===== src/rtl/pipeline_memd_stage7.sv =====
// Memory-data stage: waits for the DRAM/system-bus acknowledge, extracts and extends
// load data, flags misaligned accesses and timeouts, and registers results for WB.
module pipeline_memd_stage7 #(
  parameter int unsigned TIMEOUT = 255
) (
  input  logic        clk,
  input  logic        reset,
  input  logic        stall,
  input  logic        is_dram_MEMP,
  input  logic [63:0] pc_MEMP,
  input  logic [1:0]  rf_wr_sel_MEMP,
  input  logic        rf_wr_en_MEMP,
  input  logic [63:0] alu_result_MEMP,
  input  logic [4:0]  rd_MEMP,
  input  logic [2:0]  mem_rd_ctrl_MEMP,
  input  logic [2:0]  mem_wr_ctrl_MEMP,
  input  logic [63:0] dram_dout,
  input  logic        dram_ready,
  input  logic [63:0] sys_bus_dout,
  input  logic        sys_bus_ready,
  output logic        stall_req,
  output logic [63:0] pc_MEMD,
  output logic [1:0]  rf_wr_sel_MEMD,
  output logic        rf_wr_en_MEMD,
  output logic [63:0] alu_result_MEMD,
  output logic [4:0]  rd_MEMD,
  output logic [63:0] mem_data_MEMD,
  output logic [1:0]  mem_err_MEMD
);

  localparam int unsigned CNT_W = 8;
  localparam logic [0:0] IDLE = 1'b0;
  localparam logic [0:0] WAIT = 1'b1;

  localparam logic [1:0] ERR_NONE     = 2'd0;
  localparam logic [1:0] ERR_MISALIGN = 2'd1;
  localparam logic [1:0] ERR_TIMEOUT  = 2'd2;

  logic [0:0]       state_q, state_d;
  logic [CNT_W-1:0] cnt_q, cnt_d;

  logic [63:0] pc_d, alu_result_d, mem_data_d;
  logic [1:0]  rf_wr_sel_d, mem_err_d;
  logic        rf_wr_en_d;
  logic [4:0]  rd_d;

  logic [2:0]  addr_lo;
  logic        misaligned, access, ready, at_limit, timeout, stall_req_int;
  logic [63:0] dout, load_data;

  // Shared width code: 1/2 byte, 3/4 half, 5/6 word, 7 doubleword.
  function automatic logic misaligned_f(input logic [2:0] code, input logic [2:0] a);
    logic m;
    case (code)
      3'd3, 3'd4: m = a[0];
      3'd5, 3'd6: m = |a[1:0];
      3'd7:       m = |a;
      default:    m = 1'b0;
    endcase
    return m;
  endfunction

  // Lane select from the aligned doubleword, then sign/zero extend.
  function automatic logic [63:0] load_ext(input logic [2:0] code, input logic [2:0] a,
                                           input logic [63:0] d);
    logic [63:0] sb, sh, sw, r;
    sb = d >> {a, 3'b000};
    sh = d >> {a[2:1], 4'b0000};
    sw = d >> {a[2], 5'b00000};
    case (code)
      3'd1:    r = {{56{sb[7]}}, sb[7:0]};
      3'd2:    r = {56'd0, sb[7:0]};
      3'd3:    r = {{48{sh[15]}}, sh[15:0]};
      3'd4:    r = {48'd0, sh[15:0]};
      3'd5:    r = {{32{sw[31]}}, sw[31:0]};
      3'd6:    r = {32'd0, sw[31:0]};
      3'd7:    r = d;
      default: r = 64'd0;
    endcase
    return r;
  endfunction

  always_comb begin
    addr_lo    = alu_result_MEMP[2:0];
    misaligned = misaligned_f(mem_rd_ctrl_MEMP, addr_lo) | misaligned_f(mem_wr_ctrl_MEMP, addr_lo);
    access     = (|(mem_rd_ctrl_MEMP | mem_wr_ctrl_MEMP)) & ~misaligned;
    ready      = is_dram_MEMP ? dram_ready : sys_bus_ready;
    dout       = is_dram_MEMP ? dram_dout : sys_bus_dout;
    load_data  = load_ext(mem_rd_ctrl_MEMP, addr_lo, dout);
    at_limit   = (state_q == WAIT) && (cnt_q == CNT_W'(TIMEOUT));
    timeout    = access & ~ready & at_limit;
    stall_req_int = access & ~ready & ~at_limit;
  end

  // Held low during reset so the front end is not frozen by stale MEMP inputs.
  assign stall_req = reset & stall_req_int;

  // Next-state and next-output logic.
  always_comb begin
    state_d      = state_q;
    cnt_d        = cnt_q;
    pc_d         = pc_MEMD;
    rf_wr_sel_d  = rf_wr_sel_MEMD;
    rf_wr_en_d   = rf_wr_en_MEMD;
    alu_result_d = alu_result_MEMD;
    rd_d         = rd_MEMD;
    mem_data_d   = mem_data_MEMD;
    mem_err_d    = mem_err_MEMD;
    if (!stall) begin
      if (stall_req_int) begin
        rf_wr_en_d = 1'b0;
        mem_err_d  = ERR_NONE;
        if (state_q == IDLE) begin
          state_d = WAIT;
          cnt_d   = CNT_W'(1);
        end else begin
          cnt_d = cnt_q + CNT_W'(1);
        end
      end else begin
        state_d      = IDLE;
        cnt_d        = '0;
        pc_d         = pc_MEMP;
        rf_wr_sel_d  = rf_wr_sel_MEMP;
        alu_result_d = alu_result_MEMP;
        rd_d         = rd_MEMP;
        rf_wr_en_d   = rf_wr_en_MEMP & ~misaligned & ~timeout;
        mem_data_d   = (misaligned | timeout) ? 64'd0 : load_data;
        if (misaligned)   mem_err_d = ERR_MISALIGN;
        else if (timeout) mem_err_d = ERR_TIMEOUT;
        else              mem_err_d = ERR_NONE;
      end
    end
  end

  always_ff @(posedge clk or negedge reset) begin
    if (!reset) begin
      state_q         <= IDLE;
      cnt_q           <= '0;
      pc_MEMD         <= '0;
      rf_wr_sel_MEMD  <= '0;
      rf_wr_en_MEMD   <= 1'b0;
      alu_result_MEMD <= '0;
      rd_MEMD         <= '0;
      mem_data_MEMD   <= '0;
      mem_err_MEMD    <= '0;
    end else begin
      state_q         <= state_d;
      cnt_q           <= cnt_d;
      pc_MEMD         <= pc_d;
      rf_wr_sel_MEMD  <= rf_wr_sel_d;
      rf_wr_en_MEMD   <= rf_wr_en_d;
      alu_result_MEMD <= alu_result_d;
      rd_MEMD         <= rd_d;
      mem_data_MEMD   <= mem_data_d;
      mem_err_MEMD    <= mem_err_d;
    end
  end

endmodule

===== config.mk =====
export PLATFORM = sky130hd
export DESIGN_NAME = pipeline_memd_stage7
export DESIGN_NICKNAME = d
export VERILOG_FILES = /design/src/rtl/pipeline_memd_stage7.sv
export SDC_FILE = /design/constraint.sdc
export NUM_CORES = 1
export LEC_CHECK = 0
export ABC_AREA = 1
export CAP_MARGIN = 20
export CORE_AREA = 3 3 185 187
export DETAILED_ROUTE_END_ITERATION = 10
export DIE_AREA = 0 0 188 190
export PLACE_DENSITY = 0.72
export SYNTH_ARGS = -nofsm -noshare
export SYNTH_HDL_FRONTEND = slang
export SYNTH_SLANG_ARGS = --single-unit

===== constraint.sdc =====
create_clock -name clk -period 2 [get_ports clk]
set_clock_uncertainty 0.2 [all_clocks]
set_input_delay 0.2 -clock clk [delete_from_list [all_inputs] [get_ports clk]]
set_output_delay 0.2 -clock clk [all_outputs]
set_load 0.01 [all_outputs]

======== Word-level counts from Yosys, hierarchy flattened ========
Cells that the tools add are included.
storage, ports and cells
  register bits after elaboration ......... 211
  bits of input ports ..................... 276
  output and inout port bits .............. 203
  logic and storage cells ................. 64
cells by class
  add/subtract/negate cells ............... 1
  equal/unequal tests ..................... 13
  shift operators ......................... 3
  mux-type cells .......................... 13
  bitwise gates (word level) .............. 16
  reductions and logical operators ........ 9
operators with widths
  cell                                            number
  one-hot mux 64 bit (7 select lines)             1
  two-way mux 64 bit                              2
  right shift 64 x 6 -> 16 bit                    1
  right shift 64 x 6 -> 32 bit                    1
  right shift 64 x 6 -> 8 bit                     1
  == test 3 bit (second input constant)           8
  two-way mux 8 bit                               2
  OR reduction 2 bit                              5
  == test 3 x 2 -> 1 bit (second input constant)  3
  adder 8 x 1 -> 8 bit (second input constant)    1
  == test 8 bit (second input constant)           1
  bitwise AND 1 bit                               7
  two-way mux 2 bit                               3
  inverter 1 bit                                  6
  one-hot mux 1 bit (3 select lines)              2
  OR reduction 3 bit                              2
  == test 3 x 1 -> 1 bit (second input constant)  1
  two-way mux 1 bit                               3
  OR 3 bit                                        1
  OR 1 bit                                        2
  AND reduction 2 bit                             1
  logical AND 1 bit                               1

======== Depth between registers and ports, before layout ========
Gate-level depths: netlist (run 1).
  depth in word-level cells ............... 11
  mapped depth ............................ 14
  gate-level depth less buffers ........... 11

======== Least setup slack after synthesis (run 1) ========
OpenSTA, ideal clock, no wires.
  kind .................................... register to output
  start ................................... register cnt_q[0]
  end ..................................... output stall_req
  arrival ................................. 1,586 ps
  required time ........................... 1,600 ps
  path slack .............................. 14 ps
  cell stages (with the launch flop) ...... 10
  path buffers ............................ 1
  path through ............................ dfrtp_1 > ha_1 > nand2_1 > nor2_1 > nand2_1 > nor3_1 > nor2_1 > nand2_4 > clkbuf_1 > nor2_1
on the way
  longest elaborated chain between the ends .. 5
RTL lines
  element                 RTL line  RTL
  start, declared         40        logic [CNT_W-1:0] cnt_q, cnt_d;
  start signal, assigned  148       cnt_q <= cnt_d;
  == test 8 bit           90        at_limit = (state_q == WAIT) && (cnt_q == CNT_W'(TIMEOUT));
  logical AND 1 bit       90
  inverter 1 bit          92        stall_req_int = access & ~ready & ~at_limit;
  bitwise AND 1 bit       92
  bitwise AND 1 bit       96        assign stall_req = reset & stall_req_int;
  end, declared           21        output logic stall_req,
No other way between the ends.

======== Worst setup path after layout (run 1) ========
  start ................................... register cnt_q[1]
  end ..................................... register alu_result_MEMD[5]
on the way
  longest elaborated chain between the ends .. 6
RTL lines
  element                        RTL line  RTL
  == test 8 bit                  90
  logical AND 1 bit              90
  inverter 1 bit                 92
  bitwise AND 1 bit              92
  inverter 1 bit (no line)       -
  AND reduction 2 bit (no line)  -
  end signal, assigned           152       alu_result_MEMD <= alu_result_d;
  end, declared                  25        output logic [63:0] alu_result_MEMD,
No other way between the ends.
A chain may end at the register's enable or synchronous reset.

==> flow_summary.json, run 1 <==
{
  "drt_iter0_drc": 829,
  "grt_usage": 0.276,
  "crit_fanout": 9,
  "clk_pin_slew_ns": 0.06,
  "placed_area_um2": 17800,
  "max_freq_mhz": 438,
  "syn_area_um2": 11600,
  "synth_adder_area_share": 0.00108,
  "busiest_layer": "met2",
  "setup_violations": 200,
  "worst_setup_path_start_kind": "register",
  "p_per_area_nw_per_um2": 706,
  "grt_pass1_wl_um": 77000,
  "core_um2": 32600,
  "root_buffer": "clkbuf_16",
  "fill_cells": 2839,
  "drv_slew": 0,
  "syn_area_per_cell_um2": 6.77,
  "fin_crit_ns": 2.28,
  "yosys.area_share.simple": 0.410,
  "synth_top_family_by_area": "simple AND/OR/NAND/NOR gates",
  "grt_overflow": 0,
  "cts_tree": "done",
  "ys.warnings.count": 0,
  "clk_latency_ns": 0.51,
  "hold_path.startpoint": "alu_result_MEMP[10]",
  "peakVddDrop_mv": 0.463,
  "initial_core_util": 0.355,
  "io_pins": 479,
  "final_core_utilization": 0.607,
  "firstDrtPassIters": 5,
  "viasPerCell": 5.00,
  "htree_levels": 1,
  "synthCells": 1711,
  "rows": 66,
  "synth-compound-area-share": 0.0503,
  "place_hpwl_um": 37400,
  "ant_nets": 0,
  "r2r-start": "cnt_q[1]",
  "drt_wl_total_um": 53000,
  "wire_per_inst_um": 19.3,
  "cts_sinks": 211,
  "grt_setup_unrepaired": "yes",
  "critPathCaptureType": "register",
  "synthDistinctLibCells": 28,
  "use_met2": 0.492,
  "drive_gt1_frac": 0.147,
  "drv_cap": 0,
  "p_leak_nw": 10.2,
  "design_area_um2": 19800,
  "max_slew_margin": 0.517,
  "cp.required_ns": 2.26,
  "cts_made_buffers": 24,
  "areaGrowthSynthToFinish_pct": 70.8,
  "num-nets-final": 2556,
  "outcome": "finished, violations left",
  "use_met3": 0.0619,
  "num_vias": 13700,
  "max-clock-path-buffers": 3,
  "grt_antenna_before_repair": 3,
  "finalHoldViolations": 0,
  "die_h_um": 190,
  "ys_seq_area_frac": 0.456,
  "critPathLaunch": "cnt_q[1]",
  "grt_pass1_vias": 13300,
  "crit_type": "reg2reg",
  "setup_slack_ns": -0.283,
  "die-area_um2": 35700,
  "drc": 0,
  "violations": "setup timing",
  "grt_start_max_net_pins": 122,
  "die_width_um": 188,
  "worstHoldPathType": "in2reg",
  "grt_util_met1": 0.320,
  "io_buffers": 478,
  "crit_arrival_ns": 2.54,
  "tightest_slew_ns": 0.724,
  "place_congestion": 0.980,
  "synthXorXnorAreaFrac": 0.000756,
  "ys_seq_elements": 211,
  "muxShareOfSynthArea": 0.000864,
  "min_period_over_period": 1.14,
  "synth_nets": 1988
}
[synthesized netlist by cell type (all sizes together)]
library cell	n	area share
o211ai	3	0.0019
and2	7	0.0038
a21oi	29	0.013
mux2i	1	0.00086
o21ai	79	0.034
nand3b	2	0.0013
nor3	3	0.0013
nand3	228	0.099
clkbuf	44	0.014
inv	104	0.034
nand2	868	0.28
o22ai	2	0.0011
ha	1	0.0011
xor2	1	0.00076
dfrtp	211	0.46
nand4	1	0.00054
buf	66	0.033
nor2	58	0.021
clkinv	2	0.00065
o21bai	1	0.00065
[worst paths after layout]
path | to | slack, ns | cells past startpoint
setup reg to reg | alu_result_MEMD[5] | -0.28 | 14
setup / recovery | alu_result_MEMD[5] | -0.28 | 14
hold / removal | alu_result_MEMD[10] | 0.03 | 3
min in group asynchronous | mem_data_MEMD[16] | 0.07 | 3
hold reg to reg | pc_MEMD[62] | 0.27 | 2
max in group asynchronous | pc_MEMD[8] | 0.52 | 4
[critical path, cell delays in order (launching register included)]
cell and delay [ns]:
dfrtp_1 0.37, ha_2 0.20, nand2_2 0.07, nor2_4 0.14
nand2_4 0.08, nor3_4 0.18, nor2_4 0.06, nand2_4 0.07
buf_6 0.10, buf_12 0.13, buf_12 0.17, buf_12 0.12
buf_16 0.12, nand3_1 0.10, nand2_2 0.09
[placed cells by master (no fill, tap or decap), drive strengths merged, types with 3 or more instances in the layout]
cell type	count
o211ai	3
nand2	871
clkdlybuf4s50	475
clkbuf	41
nor3	3
o21ai	79
and2	7
nor2	58
dfrtp	211
nand3	228
a21oi	29
inv	104
clkinv	7
buf	167
[flip-flops by register name, summed over array words and instances (netlist names)]
register	flops
mem_err_MEMD	2
alu_result_MEMD	64
rf_wr_en_MEMD	1
mem_data_MEMD	64
rf_wr_sel_MEMD	2
state_q	1
pc_MEMD	64
rd_MEMD	5
cnt_q	8
[metal layers]
layer | part of all wire | vias to the layer above
met5 | 0.00049 | -
met4 | 0.052 | 4
met3 | 0.082 | 144
met2 | 0.49 | 646
met1 | 0.37 | 6400
li1 | - | 6491
[cell families (layout without fill, tap and decap cells)]
kind of cell,count (synthesis),count (layout)
AOI/OAI and AO/OA,114,114
xor gates and xnor gates,1,1
adders and majority gates,1,1
buffers and inverters,216,798
DFF,211,211
muxes,1,1
other,0,1
and+or+nand+nor,1167,1170
[repair_timing]
action | in CTS | in global routing
resized for setup | 48 | 147
gates cloned | 15 | 7
buffers inserted | 10 | 1
hold endpoints to repair | 119 | 0
setup endpoints to repair | 200 | 200
pin swaps | 25 | 28
hold buffers | 2 | 0
[cell type report]
| cell class | count | area (µm²) | area share |
|---|---|---|---|
| tap | 442 | 553 | 0.0279 |
| antenna | 1 | 2.50 | 0.000126 |
| timing repair buffer | 649 | 6830 | 0.345 |
| clock buffer | 36 | 707 | 0.0357 |
| clock inverter | 7 | 88.8 | 0.00449 |
| sequential | 211 | 5280 | 0.267 |
| inverter | 106 | 400 | 0.0202 |
| multi-input combinational | 1287 | 5940 | 0.300 |
[report_power, final]
part           internal, mW  leakage (nW)  switching (mW)
Clock                  2.69         0.393            1.80
Combinational          2.28          7.10            2.13
Sequential             4.74          2.70           0.341
[stage by stage]
step | TNS, ns | power (mW) | hold slack (ns) | worst slack [ns] | cells
6_report | -41.49 | 14.0 | 0.0293 | -0.283 | 2739
3_5_place_dp | -91.34 | 8.97 | 0.0356 | -0.560 | 2662
3_3_place_gp | -89.45 | 8.92 | 0.0322 | -0.515 | 2662
4_1_cts | -41.05 | 13.8 | 0.00616 | -0.266 | 2732
2_1_floorplan | 0 | 6.54 | -0.296 | 0.0144 | 1711
5_1_grt | -58.26 | 14.6 | 0.0270 | -0.356 | 2739
No activity file was read; power rests on OpenSTA's default activity.
==> inputs of run 2 (changes only) <==
--- a/config.mk
+++ b/config.mk
@@ -7,10 +7,10 @@
 export LEC_CHECK = 0
 export ABC_AREA = 1
 export CAP_MARGIN = 20
-export CORE_AREA = 3 3 185 187
+export CORE_AREA = 3 3 187 189
 export DETAILED_ROUTE_END_ITERATION = 10
-export DIE_AREA = 0 0 188 190
-export PLACE_DENSITY = 0.72
+export DIE_AREA = 0 0 190 192
+export PLACE_DENSITY = 0.69
 export SYNTH_ARGS = -nofsm -noshare
 export SYNTH_HDL_FRONTEND = slang
 export SYNTH_SLANG_ARGS = --single-unit
==> constraint.sdc (replaced) <==
create_clock -name clk -period 2.5 [get_ports clk]
set_clock_uncertainty 0.2 [all_clocks]
set_input_delay 0.25 -clock clk [delete_from_list [all_inputs] [get_ports clk]]
set_output_delay 0.25 -clock clk [all_outputs]
set_load 0.01 [all_outputs]
==> run 2 against run 1 <==
  * Cell area decreased by 9.0%
  * Clock power down 19%
  * Cell count down 3.5%
  * Count of clock-buffer cells in the layout down 5
  * The run now ends clean
  * Critical endpoint is now stall_req
  * Core utilization down 6.8 points
  * Die area rose by 2.1%
  * Sequential share of layout area is 2.6 points higher
  * Highest routed layer unchanged
  * Largest power group unchanged
  * Flip-flop and latch count unchanged
==> flow_summary.json, run 2 (synthesized netlist as in run 1, its figures left out) <==
{
  "outcome": "finished clean",
  "p_leak_nw": 9.23,
  "crit_fanout": 3,
  "critPathCaptureType": "output pin",
  "tightest_slew_ns": 0.653,
  "use_met2": 0.437,
  "wire_per_inst_um": 18.2,
  "finalHoldViolations": 0,
  "viasPerCell": 4.89,
  "fin_crit_ns": 2.43,
  "drv_cap": 0,
  "clk_latency_ns": 0.51,
  "ant_nets": 0,
  "cts_made_buffers": 24,
  "die_width_um": 190,
  "use_met3": 0.0538,
  "place_congestion": 0.962,
  "cp.required_ns": 2.05,
  "drt_iter0_drc": 731,
  "drv_slew": 0,
  "place_hpwl_um": 36200,
  "p_total_mw": 10.6,
  "worst_setup_path_start_kind": "register",
  "fin_cells": 2642,
  "grt_util_met1": 0.298,
  "rows": 67,
  "cts_tree": "done",
  "drive_gt1_frac": 0.0607,
  "htree_levels": 1,
  "die_h_um": 192,
  "critPathTopFamily": "simple AND/OR/NAND/NOR gates",
  "busiest_layer": "met2",
  "core_um2": 33400,
  "drc": 0,
  "grt_overflow": 0,
  "setup_slack_ns": 0.0700,
  "cp_num_buf_inv": 1,
  "grt_pass1_vias": 12300,
  "preCtsSetupSlack_ns": -0.177,
  "crit_type": "reg2out",
  "layout_commonest_cell": "nand2_1",
  "grt_usage": 0.248,
  "areaGrowthSynthToFinish_pct": 55.5,
  "grt_start_max_net_pins": 117,
  "io_pins": 479,
  "max_slew_margin": 0.565,
  "clk_pin_slew_ns": 0.06,
  "initial_core_util": 0.347,
  "hold_slack_ns": 0.0288,
  "mostFrequentLayoutCells": "nand2_1 (864), clkdlybuf4s50_1 (475), nand3_1 (225)",
  "top_regs": "alu_result_MEMD: 64 flops, mem_data_MEMD: 64 flops, pc_MEMD: 64 flops",
  "io_buffers": 478,
  "placed_cells": 2595,
  "cp_common_cell": "nor2_2",
  "p_per_area_nw_per_um2": 589,
  "slowest_stage": "dfrtp_1",
  "firstDrtPassIters": 5,
  "max-clock-path-buffers": 3,
  "final_core_utilization": 0.539,
  "num-nets-final": 2454,
  "critPathMaxStageDelay_ns": 0.37,
  "crit_arrival_ns": 1.98,
  "worstHoldPathType": "in2async",
  "grt_antenna_before_repair": 4,
  "root_buffer": "clkbuf_16",
  "cts_sinks": 211,
  "grt_pass1_wl_um": 71300,
  "max_freq_mhz": 412,
  "drt_wl_total_um": 48000,
  "die-area_um2": 36500,
  "peakVddDrop_mv": 0.401,
  "setup_violations": 0,
  "min_period_over_period": 0.972,
  "num_vias": 12900,
  "crit_chain": "ha_1, nand2_1, nor2_2, nand2_2, nor3_4, nor2_2, nand2_4, nor2_2, buf_2"
}
[run 2: final cells by class]
| cell class | count | area [µm²] |
|---|---|---|
| Clock buffer | 31 | 677 |
| Sequential cell | 211 | 5280 |
| Tap cell | 448 | 561 |
| Clock inverter | 9 | 134 |
| Multi-Input combinational cell | 1284 | 5400 |
| Fill cell | 3154 | 15400 |
| Timing Repair Buffer | 550 | 5560 |
| Antenna cell | 3 | 7.51 |
| Inverter | 106 | 400 |
[run 2: through the flow]
step,area [µm²],setup TNS [ns]
final,18000,0
after global routing,18000,-0.0227
after CTS,18000,0
after detailed placement,17100,-8.57
after global placement,17100,-12.17
after floorplan,11600,0
[run 2: metal layers]
metal,wire length [µm],up-vias
li1,-,6256
met1,18600,6021
met2,23600,541
met3,3930,89
met4,1840,2
met5,13,-
[run 2: power breakdown]
group / internal [mW] / switching (mW) / leakage (nW) / total [mW]
Combinational: 1.49 / 1.50 / 6.13 / 2.99
Sequential: 3.79 / 0.207 / 2.70 / 4.00
Clock: 2.21 / 1.42 / 0.399 / 3.63
Total: 7.49 / 3.13 / 9.23 / 10.6
[run 2: what timing repair did]
item                                    CTS  global route
buffers inserted                          2             0
pin swaps                                 1             1
hold buffers                              1             0
gates cloned                              0             1
resized for setup                         6             5
endpoints found under the hold margin   211             0
endpoints found under the setup margin    1           100
[run 2: worst paths after layout]
kind | cells after the start | slack, ns | end | from
worst min register to register | 2 | 0.27 | alu_result_MEMD[37] | alu_result_MEMD[37]
worst min-delay path | 2 | 0.03 | pc_MEMD[24] | reset
worst max register to register | 12 | 0.17 | alu_result_MEMD[31] | cnt_q[1]
worst max-delay path | 9 | 0.07 | stall_req | cnt_q[1]
max in group asynchronous | 3 | 1.11 | alu_result_MEMD[54] | reset
min in group clk | 3 | 0.08 | pc_MEMD[57] | pc_MEMP[57]
